**config.mk**
```make
export PLATFORM = sky130hd
export DESIGN_NAME = countdown_timer_bcd
export DESIGN_NICKNAME = d
export VERILOG_FILES = /design/src/rtl/countdown_pkg.sv /design/src/rtl/bcd_digit_down.sv /design/src/rtl/countdown_timer_bcd.sv
export SDC_FILE = /design/constraint.sdc
export NUM_CORES = 1
export LEC_CHECK = 0
export CORE_MARGIN = 10
export CORE_UTILIZATION = 39
export DETAILED_ROUTE_END_ITERATION = 12
export GPL_TIMING_DRIVEN = 1
export SYNTH_ARGS = -nofsm -noshare
export SYNTH_HDL_FRONTEND = slang
export SYNTH_SLANG_ARGS = --single-unit
```
**constraint.sdc**
```tcl
create_clock -name clock -period 2.2 [get_ports clock]
set_clock_uncertainty 0.15 [all_clocks]
set_input_delay 0.55 -clock clock [delete_from_list [all_inputs] [get_ports clock]]
set_output_delay 0.55 -clock clock [all_outputs]
set_load 0.02 [all_outputs]
```
**src/rtl/countdown_pkg.sv**
```systemverilog
// rtl/countdown_pkg.sv - shared types and helpers for the BCD countdown timer
package countdown_pkg;

    typedef enum logic [1:0] {
        IDLE    = 2'd0,
        RUN     = 2'd1,
        PAUSED  = 2'd2,
        EXPIRED = 2'd3
    } timer_state_t;

    typedef logic [3:0] bcd_digit_t;

    localparam bcd_digit_t BCD_MAX = 4'd9;

    // Clamp a raw nibble to a legal BCD digit (10..15 become 9).
    function automatic bcd_digit_t sat_digit(input bcd_digit_t d);
        return (d > BCD_MAX) ? BCD_MAX : d;
    endfunction

endpackage

```
**src/rtl/bcd_digit_down.sv**
```systemverilog
// rtl/bcd_digit_down.sv - one BCD digit of a ripple-borrow decrementer
//   digit      : current BCD digit (assumed 0..9)
//   borrow_in  : 1 = subtract one from this digit
//   next_digit : decremented (or passed-through) digit
//   borrow_out : 1 when this digit wrapped 0 -> 9 and needs the next digit to pay
module bcd_digit_down
    import countdown_pkg::*;
(
    input  logic [3:0] digit,
    input  logic       borrow_in,
    output logic [3:0] next_digit,
    output logic       borrow_out
);

    always_comb begin
        next_digit = digit;
        borrow_out = 1'b0;
        if (borrow_in) begin
            if (digit == 4'd0) begin
                next_digit = BCD_MAX;
                borrow_out = 1'b1;
            end else begin
                next_digit = digit - 4'd1;
            end
        end
    end

endmodule

```
**src/rtl/countdown_timer_bcd.sv**
```systemverilog
// rtl/countdown_timer_bcd.sv - loadable, pausable BCD down-counter with expiry flag
//   clock      : system clock, rising edge
//   reset      : synchronous, active-high
//   load       : pulse, load load_value (digits clamped to 9) and go IDLE
//   load_value : BCD start value, digit 0 in [3:0]
//   start      : pulse, IDLE -> RUN (or EXPIRED if count is 0), PAUSED -> RUN
//   pause      : pulse, RUN -> PAUSED
//   count_bcd  : registered current count
//   running    : state is RUN
//   expired    : state is EXPIRED
//   done       : one-cycle registered pulse on reaching zero
module countdown_timer_bcd
    import countdown_pkg::*;
#(
    parameter int N_DIGITS = 2,
    parameter int TICK_DIV = 100_000_000
) (
    input  logic                  clock,
    input  logic                  reset,
    input  logic                  load,
    input  logic [4*N_DIGITS-1:0] load_value,
    input  logic                  start,
    input  logic                  pause,
    output logic [4*N_DIGITS-1:0] count_bcd,
    output logic                  running,
    output logic                  expired,
    output logic                  done
);

    localparam int CW = 4 * N_DIGITS;
    localparam int PW = (TICK_DIV > 2) ? $clog2(TICK_DIV) : 1;
    localparam logic [PW-1:0] PRESC_LAST = PW'(TICK_DIV - 1);

    timer_state_t  state, state_n;
    logic [PW-1:0] presc, presc_n;
    logic [CW-1:0] count_n;
    logic          done_n;

    logic [CW-1:0]     load_sat;
    logic [CW-1:0]     count_dec;
    logic [N_DIGITS:0] borrow;

    // Ripple-borrow decrement of the whole count, one digit cell per nibble.
    assign borrow[0] = 1'b1;

    genvar g;
    generate
        for (g = 0; g < N_DIGITS; g++) begin : g_digit
            bcd_digit_down u_digit (
                .digit      (count_bcd[g*4 +: 4]),
                .borrow_in  (borrow[g]),
                .next_digit (count_dec[g*4 +: 4]),
                .borrow_out (borrow[g+1])
            );
        end
    endgenerate

    always_comb begin
        load_sat = '0;
        for (int i = 0; i < N_DIGITS; i++) begin
            load_sat[i*4 +: 4] = sat_digit(load_value[i*4 +: 4]);
        end
    end

    always_ff @(posedge clock) begin
        if (reset) begin
            state     <= IDLE;
            presc     <= '0;
            count_bcd <= '0;
            done      <= 1'b0;
        end else begin
            state     <= state_n;
            presc     <= presc_n;
            count_bcd <= count_n;
            done      <= done_n;
        end
    end

    // Priority: load > pause > start > tick.
    always_comb begin
        state_n = state;
        presc_n = presc;
        count_n = count_bcd;
        done_n  = 1'b0;

        if (load) begin
            state_n = IDLE;
            presc_n = '0;
            count_n = load_sat;
        end else if (pause) begin
            // A simultaneous start is swallowed here as well.
            if (state == RUN) begin
                state_n = PAUSED;
            end
        end else if (start && (state == IDLE || state == PAUSED)) begin
            if (state == IDLE) begin
                presc_n = '0;
                if (count_bcd == '0) begin
                    state_n = EXPIRED;
                    done_n  = 1'b1;
                end else begin
                    state_n = RUN;
                end
            end else begin
                // Resume keeps the partially elapsed period.
                state_n = RUN;
            end
        end else if (state == RUN) begin
            if (presc == PRESC_LAST) begin
                presc_n = '0;
                // A borrow out of the top digit would mean wrapping to 99..9;
                // pin at zero instead so expiry can never wrap.
                count_n = borrow[N_DIGITS] ? '0 : count_dec;
                if (borrow[N_DIGITS] || count_dec == '0) begin
                    state_n = EXPIRED;
                    done_n  = 1'b1;
                end
            end else begin
                presc_n = presc + 1'b1;
            end
        end
    end

    assign running = (state == RUN);
    assign expired = (state == EXPIRED);

endmodule

```
---- After elaboration in Yosys (flattened, before gate mapping) ----
Index checks and enable logic that the tools add are counted.
word-level totals
  register bits after elaboration ......... 38
  bits of input ports ..................... 13
  output and inout port bits .............. 11
  logic and storage cells ................. 68
cells by class
  add/sub/neg operators ................... 3
  order comparisons ....................... 2
  equal/unequal tests ..................... 8
  mux-type cells .......................... 32
  bitwise logic cells ..................... 1
  reductions and logical operators ........ 18
operator list
  cell                                                                number
  27-bit two-way mux                                                  4
  8-bit two-way mux                                                   6
  27-bit by 1-bit adder with 27-bit output, second input constant     1
  27-bit == test, second input constant                               1
  4-bit two-way mux                                                   5
  8-bit logical NOT                                                   2
  2-bit two-way mux                                                   8
  1-bit two-way mux                                                   9
  4-bit > comparator, second input constant                           2
  4-bit logical NOT                                                   2
  4-bit AND reduction                                                 2
  4-bit by 1-bit subtractor with 4-bit output, second input constant  2
  2-bit != test, second input constant                                3
  2-bit nonzero test                                                  3
  3-bit nonzero test                                                  2
  2-bit == test, second input constant                                2
  3-bit AND reduction                                                 1
  3-bit OR reduction                                                  1
  2-bit by 1-bit == test with 1-bit output, second input constant     1
  2-bit logical NOT                                                   1
  1-bit logical OR                                                    2
  2-bit by 1-bit != test with 1-bit output, second input constant     1
  2-bit OR reduction                                                  1
  1-bit logical AND                                                   1
  1-bit NOT                                                           1

---- Depth between registers and ports, before layout ----
Gate-level depths: netlist (run 1).
  depth in word-level cells ............... 10
  gate-level depth with buffers ........... 7
  depth with buffers taken out ............ 6

---- Modules after synthesis ----
A second synthesis (run 1) with hierarchy kept.
unflattened totals
  cells, all modules ...................... 297
  area, all modules ....................... 2328.5 um^2
modules (own cells, without submodules)
  module               times used  cells each  area each (um^2)  seq. area each (um^2)
  countdown_timer_bcd  1           275         2170.8            760.7
  bcd_digit_down       2           11          78.8              0.0

---- Least setup slack after synthesis (run 1) ----
OpenSTA, ideal clock, no wires.
  path type ............................... input to register
  start point ............................. input pause
  end point ............................... register count_bcd[2]
  library setup time ...................... 0.127 ns
  arrival time ............................ 1.961 ns
  required time ........................... 1.923 ns
  slack ................................... -0.038 ns
  cell stages on the path ................. 5
  buffers on the path ..................... 0
  path through ............................ or3b_2 -> nor2_1 -> nand3_1 -> and3_1 -> or3_1
on the way
  cells in the longest elaborated chain, start to end .. 2
ends and longest elaborated chain
  item                                  RTL line                   text
  from (decl)                           countdown_timer_bcd.sv:23  input logic pause,
  2-bit != test (no source line)        --
  4-bit AND reduction (no source line)  --
  to (signal assigned)                  countdown_timer_bcd.sv:74  count_bcd <= count_n;
  to (decl)                             countdown_timer_bcd.sv:24  output logic [4*N_DIGITS-1:0] count_bcd,
Every way passes these cells.
A chain may end at the register's enable or synchronous reset.

---- Worst setup path after layout (run 1) ----
  start point ............................. input start
  end point ............................... register presc[25]
on the way
  cells in the longest elaborated chain, start to end .. 3
  elaborated cells on any way between the ends .. 5
  those cells by class .................... 1 x eq/ne; 1 x mux; 3 x reduce/logical
ends and longest elaborated chain
  item                                                                  RTL line                   text
  from (decl)                                                           countdown_timer_bcd.sv:22  input logic start,
  1-bit logical AND *                                                   countdown_timer_bcd.sv:95  end else if (start && (state == IDLE || state == PAUSED)) begin
  2-bit != test (no source line) or 2-bit nonzero test (tied branches)  --
  3-bit AND reduction (no source line)                                  --
  to (signal assigned)                                                  countdown_timer_bcd.sv:73  presc <= presc_n;
  to (decl)                                                             countdown_timer_bcd.sv:35  logic [PW-1:0] presc, presc_n;
Mark *: on every way between the ends. The rest lies on a longest branch, timed or not.

==> metrics.txt, run 1 <==
Post-CTS Hold Fix Bufs=0; cell leakage power=0.00111 uW; RSZ-0062 raised after global routing=true; Post-synth ARST share=0%; slowest CP cell=or4_4; register area=763 sq um; crit-path cells=clkdlybuf4s50_1, nor2_1, or4_4, buf_8, nor4_4, xnor2_1, nor2_1; multi-input combinational cell area=1320 sq um; diode count=0; first-pass GRT wire length=9290 microns; Critical path origin=start; failing checks=negative setup slack; endpoints failing hold=0; pre-CTS worst setup slack=-0.430 ns; Hold WS=0.333 ns; crit path DAT=2.24 ns; number of library cell types mapped by synthesis=44; Final Worst Setup Slack=-0.00674 ns; via count=2113; Post-synth EDFFs=0; Seq/Total Area, Yosys=37.8%; worst endpoint required time=2.23 ns; part of the cycle the worst path needs=100%; Cells after Synth=253; CTS Root Cell=clkbuf_8; Nets=341; ys flop type=dfxtp_1; clock buffer depth=2; total CTS buffers=5; All-Layer GR Usage=13.1%; largest net degree at the start of global routing=26; crit path launch type=input port; layout cells sized above 1=24.1%; via/cell ratio=5.31; fin. max-slew vios=0; max-cap violations=0; Initial DRC Count=63; row count=26; Buf+Inv Stages, Crit Path=2; Reg clk slew, reported paths=0.08 ns; min-delay src=presc[1]; Syn Nets=267; die span in y=91.8 microns; Setup CP Type=in2reg; RR Startpoint=presc[17]; FF+latch count, synth=38; Met2 Routed Length=2870 microns; GRT Residual Overflow=0; HPWL Detailed=3920 microns; Top Metal Used=met4; Setup TNS=-0.00674 ns; Avg Inst Size Synth=7.96 sq um; DR WL/cell=14.9 microns; CTS tree=done; Worst-Margin Slew=0.664 ns; Die ar.=8440 sq um; most common cell in the netlist=nor2_1; PD cells=496 nW/um^2; Initial DRT Pass Iterations=4; share of the synthesized area in the top cell type=37.8%; placed instance count=383; Residual DRC=0; Die Wd=91.8 microns; Layout area overhead=47.5%; clk sinks=38; CTS H-tree depth=2; initial antenna violation count=0; worst vdd ir=369 uV; # fillers=508; synth top area cells=dfxtp_1 (38%), xnor2_1 (10%), nor2_1 (8.0%), nor4_1 (4.0%), nand3_1 (3.2%); Skew-Pair Late Insertion Delay=0.29 ns; fmax=453 MHz; Ports=24; M1 WL=2660 microns; Synth top cells by count=nor2_1 (43), dfxtp_1 (38), xnor2_1 (23); Worst slew margin=55.6%; core area=5040 sq um; Worst Hold Class=reg2reg; slowest stage delay, CP=0.49 ns; CP delay by family, top=simple AND/OR/NAND/NOR gates; Setup Viol. Count Final=1; Crit path top cell by count=nor2_1; Initial Util=39.9%; CP Capture Type=flip-flop; WL final=5930 microns; synthesized area=2010 sq um; vias in the first global route=2021; worst-path maximum fanout=10; port buffer count=23; Synth warnings=0; fin crit period=2.21 ns; leading area contributor after synthesis=dfxtp_1; Layout Cells excl Fill=398; outcome=complete, but fails checks; Post-DRT Antenna Nets=0; met3 routed WL=233 microns; gpl congestion=0.832
==> report_power, final <==
part / switching, uW / leakage, uW / internal (uW)
clock network: 249 / 0.0000524 / 340
registers: 14.1 / 0.000309 / 697
logic: 86.6 / 0.000752 / 86.7
==> through the flow <==
| step | area (sq um) | util [%] | total power [uW] |
|---|---|---|---|
| 2_1_floorplan | 2020 | - | 799 |
| 3_3_place_gp | 2650 | 52.6 | 885 |
| 3_5_place_dp | 2650 | 52.6 | 886 |
| 4_1_cts | 2790 | 55.3 | 1480 |
| 5_1_grt | 2970 | 58.9 | 1540 |
| 6_report | 2970 | 58.9 | 1470 |
==> cell usage in the layout, fill, tap and decap left out, types with 2 or more instances in the layout <==
master,instances
nor4_2,3
and3_1,3
or4_4,3
nand4_1,7
o21ai_0,7
or3_1,4
dfxtp_2,2
or4_1,2
nor2b_1,2
dlygate4sd2_1,2
xnor2_1,23
nand3_1,12
a21oi_1,10
and2_1,3
dlymetal6s2s_1,2
nor4_1,6
buf_6,3
inv_1,9
clkdlybuf4s50_1,19
clkbuf_8,5
nor4_4,4
a211oi_1,2
nor4b_1,2
clkbuf_1,2
and4_1,4
a31oi_1,3
nor4bb_1,3
nand2_1,16
nor2_1,42
nor3_1,12
dfxtp_1,36
buf_4,44
xor2_1,2
==> cell families after synthesis <==
family	after synthesis	share of synthesized area, %
AOI/OAI and AO/OA	33	10.2
xor gates and xnor gates	25	10.9
adders and majority gates	1	0.621
buffers and inverters	16	3.17
DFF	38	37.8
muxes	1	0.559
and+or+nand+nor	139	36.8
==> area by class of cell <==
type	count	share of cell area [%]
Multi-Input combinational cell	199	44.4
Sequential cell	38	25.7
Timing Repair Buffer	74	22.3
Tap cell	70	2.95
Clock buffer	7	2.57
Inverter	9	1.14
Clock inverter	1	1.01
==> worst min-delay path, delay by kind of cell, from the launching register on <==
kind	cells	cell delay (ns)
simple gates	1	0.06
compound gates	1	0.05
flops	1	0.33
==> path summary, 6_finish.rpt <==
path	end	slack [ns]	cells past startpoint
worst max-delay path	presc[25]	-0.007	7
worst min-delay path	presc[1]	0.33	2
worst max register to register	count_bcd[0]	0.01	5
worst min register to register	presc[1]	0.33	2
==> registers in the layout, indices dropped and copies added, names as in the netlist <==
| register | cells |
|---|---|
| state | 2 |
| done | 1 |
| count_bcd | 8 |
| presc | 27 |
==> repair_timing <==
action | in CTS | in global routing
pin swaps | 1 | 6
setup endpoints to repair | 11 | 33
resized for setup | 10 | 23
buffers inserted | 0 | 4
gates cloned | 0 | 3
==> layer usage <==
layer,GRT usage (%),vias up
li1,-,1066
met1,15.2,993
met2,22.3,42
met3,3.67,12
met4,4.76,0
met5,0,-
Note: power is estimated with default switching activity, not from simulation.
==> run 2, diff against run 1 <==
- PLACE_DENSITY_LB_ADDON: not set -> 0.25
==> run 2 against run 1 <==
  * The flow still finishes with violations (negative setup slack)
  * Setup slack worse by 0.0098 ns
  * Critical endpoint is now presc[15]
  * Register-to-register slack worse by 0.02 ns
  * Total power rose by 0.42%
  * Design area increased by 0.59%
  * Highest routed layer unchanged
==> metrics.txt, run 2 (synthesized netlist as in run 1, its figures left out) <==
outcome=complete, but fails checks; failing checks=negative setup slack; register-to-register setup slack=-0.01 ns; initial antenna violation count=0; Hold Path Depth=2; Die Wd=91.8 microns; clock buffer depth=2; PD cells=495 nW/um^2; clock power share=40.0%; Setup Viol. Count Final=2; Reg clk slew, reported paths=0.08 ns; layout cells sized above 1=25.4%; fin. max-slew vios=0; max reg flops=27; via/cell ratio=5.25; GRT Residual Overflow=0; placed instance count=380; worst endpoint required time=2.24 ns; Worst Hold Class=reg2reg; Flop pwr share=48.2%; CTS H-tree depth=2; most frequent cells in the layout=nor2_1 (42), buf_4 (42), dfxtp_1 (33), xnor2_1 (23), clkdlybuf4s50_1 (20); register area=767 sq um; vias in the first global route=2084; Post-DRT Antenna Nets=0; Initial Util=39.9%; Die ar.=8440 sq um; Reg-to-Reg End=count_bcd[0]; Final Worst Setup Slack=-0.0166 ns; max-cap violations=0; Residual DRC=0; Hold WS=0.349 ns; DR WL/cell=14.6 microns; WHS Endpoint=presc[1]; diode count=0; Switching Fraction=24.2%; cell leakage power=0.00110 uW; gpl congestion=0.880; Nets=340; Worst-Margin Slew=0.455 ns; Setup CP Type=in2reg; row count=26; crit path DAT=2.26 ns; Initial DRC Count=94; CTS tree=done; core area=5040 sq um; placed inst area=2630 sq um; # fillers=465; Skew-Pair Late Insertion Delay=0.29 ns; largest net degree at the start of global routing=26; Layout area overhead=48.4%; Worst slew margin=69.6%; RSZ-0062 raised after global routing=true; Layout Cells excl Fill=397; FF-to-FF path depth=5; total CTS buffers=5; die span in y=91.8 microns; clk sinks=38; port buffer count=23; CP Capture Type=flip-flop; All-Layer GR Usage=13.1%; Largest Register=presc; CTS Root Cell=clkbuf_8; Pint=1120 uW; multi-input combinational cell area=1290 sq um; Ports=24; first-pass GRT wire length=9430 microns; WL final=5810 microns; crit path launch type=input port; Net Switching=359 uW; worst vdd ir=394 uV; fin crit period=2.22 ns; worst-path maximum fanout=5; combinational share of power=11.9%; Initial DRT Pass Iterations=4; part of the cycle the worst path needs=101%; via count=2084; RR Startpoint=presc[17]; final design instance area without fill=2990 sq um; min-delay src=presc[1]; endpoints failing hold=0; fmax=451 MHz; Largest regs=presc (27), count_bcd (8), state (2); Post-CTS Hold Fix Bufs=0; Setup TNS=-0.0274 ns; HPWL Detailed=3820 microns
## run 2: cell count changes in the layout (fill, tap and decap cells not counted), sizes merged
cell,before,now
dlygate4sd2,2,0
dlymetal6s2s,2,3
clkinv,0,2
buf,50,47
clkdlybuf4s50,19,20
## run 2: timing repair
| action | in CTS | in global routing |
|---|---|---|
| cloned | 0 | 4 |
| pin swaps | 1 | 8 |
| setup buffers | 0 | 5 |
| endpoints found under the setup margin | 12 | 33 |
| hold endpoints to repair | 0 | 0 |
| gates resized for setup | 13 | 20 |
## run 2: power groups by stage
stage	clock network [uW]	registers [uW]	logic (uW)
after floorplan	0	733	65.7
final	591	713	176
after detailed placement	0	727	153
after global routing	626	716	191
after global placement	0	727	153
after CTS	599	711	155
## run 2: how the worst max path moves through the flow
stage / from / endpoint / slack [ns] / depth (start not counted)
2_1_floorplan: presc[25] / presc[0] / -0.0009 / 6
3_3_place_gp: pause / count_bcd[2] / -0.40 / 6
3_5_place_dp: pause / count_bcd[1] / -0.42 / 7
4_1_cts: pause / count_bcd[2] / 0.0002 / 6
5_1_grt: presc[22] / count_bcd[0] / -0.20 / 5
6_report: start / presc[15] / -0.02 / 7
## run 2: final cells by class
type                       count  area share (%)
clock inverter                 3            1.34
multi-input combinational    199            43.1
sequential                    38            25.7
clock buffer                   5            2.30
timing repair buffer          73            23.5
inverter                       9            1.13
tap                           70            2.93
## run 2: through the flow
| step | utilization (%) | setup slack (ns) | power [uW] |
|---|---|---|---|
| after floorplan | - | -0.000899 | 799 |
| after global placement | 52.1 | -0.404 | 880 |
| after detailed placement | 52.1 | -0.419 | 880 |
| after CTS | 55.3 | 0.000199 | 1470 |
| after global routing | 59.3 | -0.199 | 1530 |
| final | 59.3 | -0.0166 | 1480 |
## run 2: metal layers
metal | routed length (microns) | vias up | global-route usage [%]
li1 | - | 1057 | -
met1 | 2530 | 959 | 15.4
met2 | 2800 | 50 | 22.4
met3 | 296 | 18 | 3.50
met4 | 189 | 0 | 5.14
met5 | 0 | - | 0
## run 2: worst max-delay path, stage by stage
cell	delay [ns]
clkdlybuf4s50_1	0.48
nor2_1	0.06
or4_4	0.47
clkbuf_16	0.18
nor4_1	0.29
xnor2_1	0.18
nor2_1	0.06
==> run 3, diff against run 2 <==
- SKIP_LAST_GASP: not set -> 1
- clock period: 2.2 -> 2.25 ns (I/O delays scaled with it)
==> run 3 against run 2 <==
  * The flow now finishes without violations
  * Final cell count down 1.3%
  * First-iteration DRC count down 9.6%
  * Count of clock-buffer cells in the layout up 2
  * Non-clock buffer count down 5
  * Critical path depth down 2
  * Hold slack better by 0.00072 ns
  * Critical endpoint is now count_bcd[0]
  * Largest cell class unchanged
  * Largest power group unchanged
  * Highest routed layer unchanged
==> metrics.txt, run 3 (synthesized netlist as in run 1, its figures left out) <==
outcome=complete, no violations; crit path DAT=2.26 ns; first-pass GRT wire length=9100 microns; most frequent cells in the layout=nor2_1 (42), buf_4 (42), dfxtp_1 (35), xnor2_1 (23), clkdlybuf4s50_1 (21); Initial DRT Pass Iterations=4; Reg clk slew, reported paths=0.08 ns; PD cells=474 nW/um^2; Setup Viol. Count Final=0; core area=5040 sq um; Ports=24; slowest CP cell=or4_1; vias in the first global route=2031; layout cells sized above 1=22.0%; Worst Hold Class=reg2reg; slowest stage delay, CP=0.48 ns; max-cap violations=0; worst-path maximum fanout=2; CTS Root Cell=clkbuf_8; Layout area overhead=41.2%; CTS tree=done; cell leakage power=0.00101 uW; row count=26; total CTS buffers=5; WL final=5440 microns; die span in y=91.8 microns; worst endpoint required time=2.32 ns; fin. max-slew vios=0; Worst-Margin Slew=0.497 ns; CP Capture Type=flip-flop; diode count=0; max reg flops=27; HPWL Detailed=3870 microns; Initial Util=39.9%; Die Wd=91.8 microns; Buf+Inv Stages, Crit Path=0; CTS H-tree depth=2; via count=2107; GRT Residual Overflow=0; gpl congestion=0.846; # fillers=472; RSZ-0062 raised after global routing=true; crit-path cells=or3b_1, or4_4, or2_1, or4_1, a31oi_1; crit path launch type=flip-flop; All-Layer GR Usage=12.7%; port buffer count=23; Layout Cells excl Fill=392; clock buffer depth=2; Setup CP Type=reg2reg; clk sinks=38; initial antenna violation count=0; part of the cycle the worst path needs=97.2%; DR WL/cell=13.9 microns; via/cell ratio=5.38; CP delay by family, top=simple AND/OR/NAND/NOR gates; Residual DRC=0; register area=764 sq um; Die ar.=8440 sq um; Final Core Density=56.4%; Worst slew margin=66.8%; Initial DRC Count=85; endpoints failing hold=0; placed instance count=380; Nets=335; Largest Register=presc; Post-CTS Hold Fix Bufs=0; largest net degree at the start of global routing=26; multi-input combinational cell area=1280 sq um; worst vdd ir=350 uV; fin crit period=2.19 ns; Post-DRT Antenna Nets=0; fmax=457 MHz; Skew-Pair Late Insertion Delay=0.29 ns; Largest regs=presc (27), count_bcd (8), state (2)
-- run 3: cell type report --
class	count	area share, %
clock buffer	7	3.04
clock inverter	1	0.176
inverter	9	1.19
multi-input combinational	199	45.1
sequential	38	26.9
tap	70	3.08
timing repair buffer	68	20.5
-- run 3: stage by stage --
stage                     cell area, sq um  setup TNS (ns)  total power [uW]  worst slack [ns]  hold WS (ns)
final                                 2840               0              1350            0.0624         0.350
after global placement                2630           -5.80               865            -0.369         0.315
after floorplan                       2020               0               781            0.0162         0.299
after global routing                  2840         -0.0169              1400           -0.0112         0.392
after CTS                             2730        -0.00207              1360          -0.00207         0.347
after detailed placement              2630           -6.53               866            -0.378         0.333
-- run 3: repair_timing --
item / 4_1_cts / 5_1_grt
setup buffers: 0 / 3
setup endpoints to repair: 6 / 32
cloned: 0 / 1
pin swaps: 1 / 8
gates resized for setup: 5 / 19
-- run 3: report_power, final --
part	total, uW	leakage, uW	switching (uW)	internal [uW]
combinational	157	0.000648	78.9	78.4
sequential	695	0.000309	13.8	682
clock	494	0.0000482	246	247
total	1350	0.00101	339	1010
-- run 3: layer usage --
metal	vias to the layer above	GRT usage, %	wire, microns
met1	1006	14.4	2450
li1	1052	-	-
met2	42	22.2	2690
met5	-	0	0
met3	7	3.67	244
met4	0	4.24	60
-- run 3: final timing paths --
| kind | startpoint | endpoint | slack (ns) | cells after the start |
|---|---|---|---|---|
| hold reg to reg | presc[1] | presc[1] | 0.35 | 2 |
| setup reg to reg | presc[17] | count_bcd[0] | 0.06 | 5 |
| hold / removal | presc[1] | presc[1] | 0.35 | 2 |
| setup / recovery | presc[17] | count_bcd[0] | 0.06 | 5 |
-- run 3: worst min-delay path, delay by kind of cell (launching register included) --
| family | cells | cell delay [ns] |
|---|---|---|
| flip-flops | 1 | 0.33 |
| AND/OR/NAND/NOR | 1 | 0.06 |
| AO/OA/AOI/OAI | 1 | 0.06 |
